[src/rtl/ps2_key_receiver_pkg.sv]
`default_nettype none
// ============================================================================
// Module   : ps2_key_receiver_pkg
// Brief    : Shared types and constants for the PS/2 keyboard receiver.
// Revision : 1.0 - initial release
// ============================================================================
package ps2_key_receiver_pkg;

  typedef enum logic [1:0] {
    ST_IDLE   = 2'd0,
    ST_DATA   = 2'd1,
    ST_PARITY = 2'd2,
    ST_STOP   = 2'd3
  } frame_state_t;

  localparam logic [7:0] C_PREFIX_EXT      = 8'hE0;
  localparam logic [7:0] C_PREFIX_REL      = 8'hF0;
  localparam int         C_DEF_FILTER_LEN  = 8;
  localparam int         C_DEF_TIMEOUT_CYC = 100000;

  // Odd parity: data plus parity bit must carry an odd number of ones.
  function automatic logic parity_ok(input logic [7:0] data, input logic par);
    return ^{data, par};
  endfunction

endpackage
`default_nettype wire

[src/rtl/ps2_line_filter.sv]
`default_nettype none
// ============================================================================
// Module   : ps2_line_filter
// Brief    : Two-flop synchronizer followed by a run-length glitch filter.
// Revision : 1.0 - initial release
// ============================================================================
module ps2_line_filter #(
  parameter int FILTER_LEN = 8
) (
  input  logic clk,
  input  logic rst,
  input  logic line_in,
  output logic line_out
);

  localparam int                C_CNT_W    = $clog2(FILTER_LEN + 1);
  localparam logic [C_CNT_W-1:0] C_CNT_LAST = C_CNT_W'(FILTER_LEN - 1);

  logic [1:0]         r_sync;
  logic [C_CNT_W-1:0] r_cnt;

  // The counter tracks how many consecutive samples disagree with the output.
  always_ff @(posedge clk or negedge rst) begin
    if (!rst) begin
      r_sync   <= 2'b11;
      r_cnt    <= '0;
      line_out <= 1'b1;
    end else begin
      r_sync <= {r_sync[0], line_in};
      if (r_sync[1] == line_out) begin
        r_cnt <= '0;
      end else if (r_cnt == C_CNT_LAST) begin
        r_cnt    <= '0;
        line_out <= r_sync[1];
      end else begin
        r_cnt <= r_cnt + 1'b1;
      end
    end
  end

endmodule
`default_nettype wire

[src/rtl/ps2_key_receiver.sv]
`default_nettype none
// ============================================================================
// Module   : ps2_key_receiver
// Brief    : PS/2 keyboard frame receiver with E0/F0 prefix decoding.
// Revision : 1.0 - initial release
// ============================================================================
module ps2_key_receiver
  import ps2_key_receiver_pkg::*;
#(
  parameter int FILTER_LEN  = C_DEF_FILTER_LEN,
  parameter int TIMEOUT_CYC = C_DEF_TIMEOUT_CYC
) (
  input  logic       clk,
  input  logic       rst,
  input  logic       ps2_clk,
  input  logic       ps2_data,
  output logic [7:0] key_code,
  output logic       key_extended,
  output logic       key_release,
  output logic       key_valid,
  output logic       frame_err
);

  localparam int                C_TO_W    = $clog2(TIMEOUT_CYC + 1);
  localparam logic [C_TO_W-1:0] C_TO_LAST = C_TO_W'(TIMEOUT_CYC - 1);

  logic              w_filt_clk;
  logic              w_fall;
  logic              w_bit;
  logic [1:0]        r_data_sync;
  logic              r_filt_prev;
  frame_state_t      r_state;
  logic [7:0]        r_shift;
  logic [2:0]        r_bit_cnt;
  logic              r_parity;
  logic [C_TO_W-1:0] r_to_cnt;
  logic              r_pend_ext;
  logic              r_pend_rel;

  ps2_line_filter #(
    .FILTER_LEN (FILTER_LEN)
  ) u_clk_filter (
    .clk      (clk),
    .rst      (rst),
    .line_in  (ps2_clk),
    .line_out (w_filt_clk)
  );

  always_ff @(posedge clk or negedge rst) begin
    if (!rst) begin
      r_data_sync <= 2'b11;
    end else begin
      r_data_sync <= {r_data_sync[0], ps2_data};
    end
  end

  assign w_fall = r_filt_prev & ~w_filt_clk;
  assign w_bit  = r_data_sync[1];

  always_ff @(posedge clk or negedge rst) begin
    if (!rst) begin
      r_filt_prev  <= 1'b1;
      r_state      <= ST_IDLE;
      r_shift      <= '0;
      r_bit_cnt    <= '0;
      r_parity     <= 1'b0;
      r_to_cnt     <= '0;
      r_pend_ext   <= 1'b0;
      r_pend_rel   <= 1'b0;
      key_code     <= '0;
      key_extended <= 1'b0;
      key_release  <= 1'b0;
      key_valid    <= 1'b0;
      frame_err    <= 1'b0;
    end else begin
      r_filt_prev <= w_filt_clk;
      key_valid   <= 1'b0;
      frame_err   <= 1'b0;
      if (w_fall) begin
        r_to_cnt <= '0;
        case (r_state)
          ST_IDLE: begin
            if (!w_bit) begin
              r_state   <= ST_DATA;
              r_bit_cnt <= '0;
            end else begin
              frame_err <= 1'b1;
            end
          end
          ST_DATA: begin
            r_shift   <= {w_bit, r_shift[7:1]};
            r_bit_cnt <= r_bit_cnt + 1'b1;
            if (r_bit_cnt == 3'd7) begin
              r_state <= ST_PARITY;
            end
          end
          ST_PARITY: begin
            r_parity <= w_bit;
            r_state  <= ST_STOP;
          end
          ST_STOP: begin
            r_state <= ST_IDLE;
            if (w_bit && parity_ok(r_shift, r_parity)) begin
              if (r_shift == C_PREFIX_EXT) begin
                r_pend_ext <= 1'b1;
              end else if (r_shift == C_PREFIX_REL) begin
                r_pend_rel <= 1'b1;
              end else begin
                key_code     <= r_shift;
                key_extended <= r_pend_ext;
                key_release  <= r_pend_rel;
                key_valid    <= 1'b1;
                r_pend_ext   <= 1'b0;
                r_pend_rel   <= 1'b0;
              end
            end else begin
              frame_err <= 1'b1;
            end
          end
          default: r_state <= ST_IDLE;
        endcase
      end else if (r_state == ST_IDLE) begin
        r_to_cnt <= '0;
      end else if (r_to_cnt == C_TO_LAST) begin
        // Stalled mid-frame: drop the frame and any half-built prefix sequence.
        r_to_cnt   <= '0;
        r_state    <= ST_IDLE;
        frame_err  <= 1'b1;
        r_pend_ext <= 1'b0;
        r_pend_rel <= 1'b0;
      end else begin
        r_to_cnt <= r_to_cnt + 1'b1;
      end
    end
  end

endmodule
`default_nettype wire

[config.mk]
export PLATFORM = sky130hd
export DESIGN_NAME = ps2_key_receiver
export DESIGN_NICKNAME = d
export VERILOG_FILES = /design/src/rtl/ps2_key_receiver_pkg.sv /design/src/rtl/ps2_line_filter.sv /design/src/rtl/ps2_key_receiver.sv
export SDC_FILE = /design/constraint.sdc
export NUM_CORES = 1
export LEC_CHECK = 0
export CAP_MARGIN = 20
export CORE_ASPECT_RATIO = 1.1
export CORE_MARGIN = 2
export CORE_UTILIZATION = 60
export DETAILED_ROUTE_END_ITERATION = 8
export PLACE_DENSITY = 0.81
export SLEW_MARGIN = 20
export SYNTH_ARGS = -nofsm -noshare
export SYNTH_HDL_FRONTEND = slang
export SYNTH_SLANG_ARGS = --single-unit
[constraint.sdc]
create_clock -name clk -period 6.3 [get_ports clk]
set_input_delay 1.26 -clock clk [delete_from_list [all_inputs] [get_ports clk]]
set_output_delay 1.26 -clock clk [all_outputs]
set_load 0.02 [all_outputs]
==> results of run 1 <==
## flip-flops by register name, indices dropped and copies added (netlist names), 2 cells and up
register,cells
r_bit_cnt,3
r_data_sync,2
r_state,2
u_clk_filter.r_cnt,4
r_shift,8
r_to_cnt,17
u_clk_filter.r_sync,2
key_code,8
## metrics by stage
step | worst slack, ns | hold WS, ns | instances
after floorplan | 4.288 | 0.3452 | 213
after global placement | 3.839 | 0.3454 | 278
after detailed placement | 3.745 | 0.3475 | 278
after CTS | 3.715 | 0.3616 | 286
after global routing | 3.603 | 0.3641 | 286
final | 3.746 | 0.3600 | 286
## placed cells by master, fill, tap and decap left out, drive strengths merged, types with 2 or more instances in the layout
| cell type | instances |
|---|---|
| dfrtp | 49 |
| nor2 | 24 |
| mux2 | 21 |
| nand2 | 16 |
| clkdlybuf4s50 | 14 |
| xnor2 | 12 |
| xor2 | 11 |
| ha | 9 |
| nand3 | 8 |
| dfstp | 6 |
| inv | 6 |
| nor3 | 6 |
| and3 | 5 |
| clkbuf | 5 |
| nand4 | 4 |
| a21oi | 4 |
| or3 | 4 |
| o21ai | 3 |
| nor2b | 2 |
| nor3b | 2 |
| nand4b | 2 |
| a32o | 2 |
| buf | 2 |
## where the power goes
part / internal [mW] / switching (mW)
sequential: 0.392 / 0.0322
combinational: 0.0707 / 0.110
clock: 0.120 / 0.117
## kinds of logic after synthesis
logic type                 after synthesis  synth area share, %
buffers and inverters                    8                1.637
muxes                                   21                9.375
xor gates and xnor gates                24                8.879
adders and majority gates                9                4.464
DFF                                     55                54.86
and+or+nand+nor                         81                16.57
AOI/OAI and AO/OA                       15                4.217
## final cells by class
class | instances | area, µm² | share of cell area, %
Sequential cell | 55 | 1384 | 48.85
Multi-Input combinational cell | 150 | 1097 | 38.74
Timing Repair Buffer | 16 | 152.6 | 5.389
Clock buffer | 5 | 68.82 | 2.429
Tap cell | 52 | 65.06 | 2.297
Clock inverter | 3 | 46.29 | 1.634
Inverter | 5 | 18.77 | 0.6625
## worst paths after layout
| check | start | to | slack, ns | depth (start not counted) |
|---|---|---|---|---|
| worst max-delay path | key_code[7] | key_code[7] | 3.75 | 1 |
| max in group asynchronous | rst | key_code[6] | 4.80 | 2 |
| worst max register to register | r_shift[4] | key_code[6] | 3.75 | 5 |
| min in group asynchronous | rst | key_release | 1.05 | 2 |
| worst min-delay path | u_clk_filter.r_sync[0] | u_clk_filter.r_sync[1] | 0.36 | 0 |
| worst min register to register | u_clk_filter.r_sync[0] | u_clk_filter.r_sync[1] | 0.36 | 0 |
## metal layers
metal | wire [µm] | vias up
li1 | - | 778
met1 | 1850 | 795
met2 | 1971 | 24
met3 | 118 | 7
met4 | 91 | 0
met5 | 0 | -
==> results.txt, run 1 <==
- Status: finished clean
- In this run the power density over the cells is between 200 and 300 nW/µm².
- Proportion of netlist area held by the largest area contributor: 48.61%
* Worst-skew pair later-pin latency: about 0.32 ns
* Die Y-Extent: around 72 µm
- Number of global-route vias before repair: around 1600
- Most used flip-flop cell after synthesis: sky130_fd_sc_hd__dfrtp_1
* Routed len/inst: roughly 14 µm
* Peak VDD IR: between 0.15 and 0.2 mV
- Instance count of the mapped netlist: approximately 210
- TritonCTS built the clock tree.
* Vias per Instance: 5.608
- At the end of the flow the core is filled with cells to a little under three quarters.
* Class of the most critical hold timing path: reg -> reg
- Row Count: 24
* TritonCTS buffer count: 5
- Via count: around 1600
- Power consumption: about 840 µW
- The final hold violation count is 0.
* Type of the setup path with the least slack: reg -> out
* Mapped Area: between 2000 and 3000 µm²
* Finished layout cell area: around 2800 µm²
- Derived from the worst setup path, the maximum achievable clock frequency is about 390 MHz.
* Global-route met3 utilization: between 4 and 5%
- Flops & latches, synth: 55
- In the synthesized netlist, the cells that appear most often are sky130_fd_sc_hd__dfrtp_1 (49), sky130_fd_sc_hd__nor2_1 (24), sky130_fd_sc_hd__mux2_2 (21).
- The pre-antenna-repair detailed-routing pass consisted of 4 iterations.
* Chain of cells forming the critical path: clkdlybuf4s50_1
- Largest net degree at the start of global routing: 56
- In this design, the largest share of critical-path delay is due to buffers and inverters.
- The tool flagged a number of max-cap violations equal to 0.
- Number of hold buffers added after cts: 0
- The worst setup path is launched from a register.
- Global routing finished with a remaining overflow of 0.
* Buffer and inverter count on the worst path: 1
* Cell with the most instances after synthesis: sky130_fd_sc_hd__dfrtp_1
- The tree built by TritonCTS fans out to between 50 and 60 sinks.
* CP endpoint kind: output port
- For this run, global-route usage on met1 was measured as 25.58%.
* Max-Slew Margin vs Limit: 47.41%
- For this run, design rule violations remaining after detail routing come to 0.
- Counting along the longest clock path gives a buffer depth of 2.
- Total count of max-transition violations in the final report: 0
- Of the cells placed in the final design, the portion with a size suffix greater than 1 is 17.52%.
* Top post-synthesis cells by area: sky130_fd_sc_hd__dfrtp_1 (49%), sky130_fd_sc_hd__mux2_2 (9.4%), sky130_fd_sc_hd__dfstp_2 (6.3%)
- Number of enable flip-flop cells after synthesis: 0
- Gates resized, CTS repair: 0
* Total leakage power: between 1 and 1.5 nW
* Area leader, netlist: sky130_fd_sc_hd__dfrtp_1
- Final worst path period need: ~2.6 ns
- In this run the number of H-tree levels came out at 2.
* Port Buffer Count: 15
- Cell with the largest stage delay on the worst path: sky130_fd_sc_hd__clkdlybuf4s50_1
* Number of warnings printed during yosys synthesis: 0
- Crit-path max FO: 2
* Post-route fraction of the period consumed by the critical path: roughly two fifths
* Mapped Avg Cell Area: between 10 and 15 µm²
* Setup skew after layout: approximately 0.016 ns
- The first global-routing pass estimated slightly above 7 mm of wire.
- Floorplan Core Area: approximately 4000 µm²
- Antenna cells: 0
- Async set-or-reset flop fraction in the synthesized netlist: 100.0%
- Buffers added to address setup during post-CTS repair amount to 0.
* Critical Path AT: ~1.3 ns
- Global routing consumed, over all layers together, between 10% and 20% of the routing resources.
- Slew @ Worst Pin: 0.7845 ns
- IO Count: 16
- Detailed placement ended at an HPWL of between 2 and 3 mm.
- Die Area: 4739 µm²
* Final Setup Violations: 0
- Global routing used roughly a third of the available met2 tracks.
- The final layout contains routed wiring with a total length of 4.032 mm.
- The tree is rooted in a sky130_fd_sc_hd__clkbuf_8.
* Final-stage net count: between 200 and 250
* Instance area after placement: approximately 2700 µm²
- DIE WIDTH: approximately 66 µm
- At the end of routability-driven placement, the weighted congestion stood at ~0.81.
* Post-route antenna net violation count: 0
- Initial DRC count: roughly 70
- Aggregate negative setup slack: 0 ns
* Required time of the worst setup path: slightly above 5 ns
* Setup repair after global routing missed its margin: no
- For this configuration, the core starts out at a cell density of a little over three fifths.
- In this run, distinct cell masters in the synthesized netlist total 40.
- Synth-to-layout area growth: 12.30%
- Sequential element share of the synthesized area: 54.86%
* Worst-path clk slew: 0.11 ns
* Number of filler cells placed in the layout: 289
- Slowest Stage Delay on Critical Path: 0.60 ns
- In this run the most used layer during global routing was met2.
- Initial antenna violation count: 0
* Syn_nets: 226
Power figures use the tool's default switching activity.
==> run 2, diff against run 1 <==
--- a/config.mk
+++ b/config.mk
@@ -8,9 +8,9 @@
 export CAP_MARGIN = 20
 export CORE_ASPECT_RATIO = 1.1
 export CORE_MARGIN = 2
-export CORE_UTILIZATION = 60
+export CORE_UTILIZATION = 58
 export DETAILED_ROUTE_END_ITERATION = 8
-export PLACE_DENSITY = 0.81
+export PLACE_DENSITY = 0.78
 export SLEW_MARGIN = 20
 export SYNTH_ARGS = -nofsm -noshare
 export SYNTH_HDL_FRONTEND = slang
==> constraint.sdc (replaced) <==
create_clock -name clk -period 2.6 [get_ports clk]
set_input_delay 0.52 -clock clk [delete_from_list [all_inputs] [get_ports clk]]
set_output_delay 0.52 -clock clk [all_outputs]
set_load 0.02 [all_outputs]
==> results.txt, run 2 (same netlist as run 1, synthesis figures left out) <==
- Port Buffer Count: 15
- Final-stage net count: 248
* DIE WIDTH: 66.88 µm
* Final hold viol count: 0
- The H-tree was split into 2 levels.
* Router iterations before antenna repair: 4
- The routed design could run at a clock period as short as 2.149 ns.
- Counting both buffers and inverters, the worst setup path holds a total of 1.
* Worst-skew pair later-pin latency: approximately 0.30 ns
- For this block, the routed nets add up to just under 4 mm of wire.
* Largest registers: r_to_cnt (17), key_code (8), r_shift (8)
- Of the cells placed in the final design, the portion with a size suffix greater than 1 is about 18%.
- Total instance count after detailed placement: approximately 280
- Measured against its own limit, the worst slew margin works out to about three fifths.
- For the pin with the worst max-slew slack, the measured transition is between 0.6 and 0.7 ns.
- Antenna cells: 0
* Initial antenna violation count: 0
- Number of non-filler instances in the completed layout: 290
* CP endpoint kind: register
- The routed layout has between 1500 and 2000 vias.
- Multi-input gate area: 1097 µm²
* Crit-path max FO: 11
- Post-route fraction of the period consumed by the critical path: between 80% and 90%
- The floorplan step defined a die boundary enclosing 4893 µm².
- Setup skew after layout: 0.006347 ns
- The top cell types in the final layout, fill and taps aside, are sky130_fd_sc_hd__dfrtp_1 (49), sky130_fd_sc_hd__nor2_1 (24), sky130_fd_sc_hd__mux2_2 (21), sky130_fd_sc_hd__nand2_1 (16), sky130_fd_sc_hd__clkdlybuf4s50_1 (14).
* Top register by number of flip-flops: r_to_cnt
* Chain of cells forming the critical path: xor2_1 > xnor3_1 > xor2_1 > nor3_2 > buf_4 > mux2_2
* Gp weighted congestion: ~0.8
* Finished layout cell area: between 2000 and 3000 µm²
* Initial DRC count: just under 70
- Setup violations remaining at the end of the flow were counted as 0.
- The total overflow left after global routing is 0.
* Vias per Instance: around 5.6
* Routed len/inst: about 14 µm
* IO Count: 16
* Number of global-route vias before repair: 1545
- Maximum achievable frequency: roughly 470 MHz
- Post-CTS timing repair inserted 0 buffers for setup.
* Most prevalent standard cell on the critical path: sky130_fd_sc_hd__xor2_1
- The sequential cells in the finished layout cover a total of between 1000 and 1500 µm².
* Initial standard-cell utilization of the core: roughly 59%
* Wire length of the first global-routing pass: between 6 and 7 mm
- The root buffer cell chosen for the clock tree is sky130_fd_sc_hd__clkbuf_8.
* Setup repair after global routing missed its margin: no
- The placed instances occupy a cell area of between 2000 and 3000 µm².
* Max reg flops: 17
- In this run the standard cell core region covers between 4000 and 5000 µm².
* Required time of the worst setup path: between 2 and 3 ns
* Post-DP HPWL: 2.828 mm
* Class of the most critical hold timing path: in -> async
* Clock sink total: 55
- Peak VDD IR: just over 0.5 mV
- The area growth from synthesis to layout is 12.20%.
- Largest net degree at the start of global routing: 30
- The tool flagged a number of max-cap violations equal to 0.
- Gates resized during post-CTS repair numbered 0.
- Post-route antenna net violation count: 0
- Number of buffers between clock root and the deepest sink: 2
* Number of filler cells placed in the layout: ~350
- After clock tree synthesis, the clock-pin slew on the worst setup and hold paths is ~0.09 ns.
- In this design, the largest share of critical-path delay is due to XOR/XNOR gates.
* TritonCTS buffer count: 5
* Die Y-Extent: around 73 µm
- TritonCTS clock tree: built
- Total leakage power: ~1.3 nW
* Residual DRC: 0
* Row Count: 25
* Slowest Stage Delay on Critical Path: about 0.46 ns
* Worst Setup Start Kind: register
* Cell with the largest stage delay on the worst path: sky130_fd_sc_hd__dfrtp_1
- Status: finished clean
- Aggregate negative setup slack: 0 ns
* Total Routing Usage GR: 18.59%
- In this run, post-CTS hold repair placed 0 buffers.
- Total count of max-transition violations in the final report: 0
* P per Cell Area: 684.5 nW/µm²
- Data on the critical path arrives at its endpoint at roughly 2.3 ns.
- Type of the setup path with the least slack: reg -> reg
- Across all hold checks on the routed design, the worst slack comes to 0.2255 ns.
- The library cell used most frequently in the layout, excluding fill and tap cells, is sky130_fd_sc_hd__dfrtp_1.
==> run 2: power breakdown <==
| part | internal, mW | switching [mW] | leakage [nW] | total (mW) |
|---|---|---|---|---|
| Combinational | 0.174 | 0.260 | 0.506 | 0.434 |
| Clock | 0.219 | 0.260 | 0.0484 | 0.478 |
| Sequential | 0.951 | 0.0741 | 0.740 | 1.02 |
==> run 2: final timing paths <==
path | startpoint | endpoint | slack [ns] | cells past startpoint
max | r_shift[4] | key_release | 0.45 | 6
min | rst | r_to_cnt[5] | 0.23 | 1
max reg2reg | r_shift[4] | key_release | 0.45 | 6
min reg2reg | u_clk_filter.r_sync[0] | u_clk_filter.r_sync[1] | 0.36 | 0
max in group asynchronous | rst | u_clk_filter.r_sync[0] | 1.67 | 2
min in group clk | u_clk_filter.r_sync[0] | u_clk_filter.r_sync[1] | 0.36 | 0
==> run 2: routing by layer <==
metal  share of wire [%]  vias to the layer above  track usage (%)
li1                    -                      787                -
met1                  50                      805            26.10
met2                  46                       21            29.44
met3                 2.9                        4            4.167
met4                 1.1                        0            4.762
met5                   0                        -                0
==> run 2: final cells by class <==
| cell class | instances | share of cell area (%) |
|---|---|---|
| timing repair buffer | 18 | 5.924 |
| clock buffer | 7 | 3.050 |
| sequential | 55 | 48.89 |
| clock inverter | 1 | 0.3095 |
| multi-input combinational | 150 | 38.77 |
| tap | 54 | 2.387 |
| inverter | 5 | 0.6631 |
==> run 2: metrics by stage <==
step                      power (mW)  setup slack (ns)  utilization, %
after floorplan                1.372            0.5884               -
after global placement         1.462            0.5243           64.29
final                          1.937            0.4511           66.53
after detailed placement       1.476            0.4571           64.29
after global routing           2.061            0.3243           66.53
after CTS                      1.955            0.4425           66.53
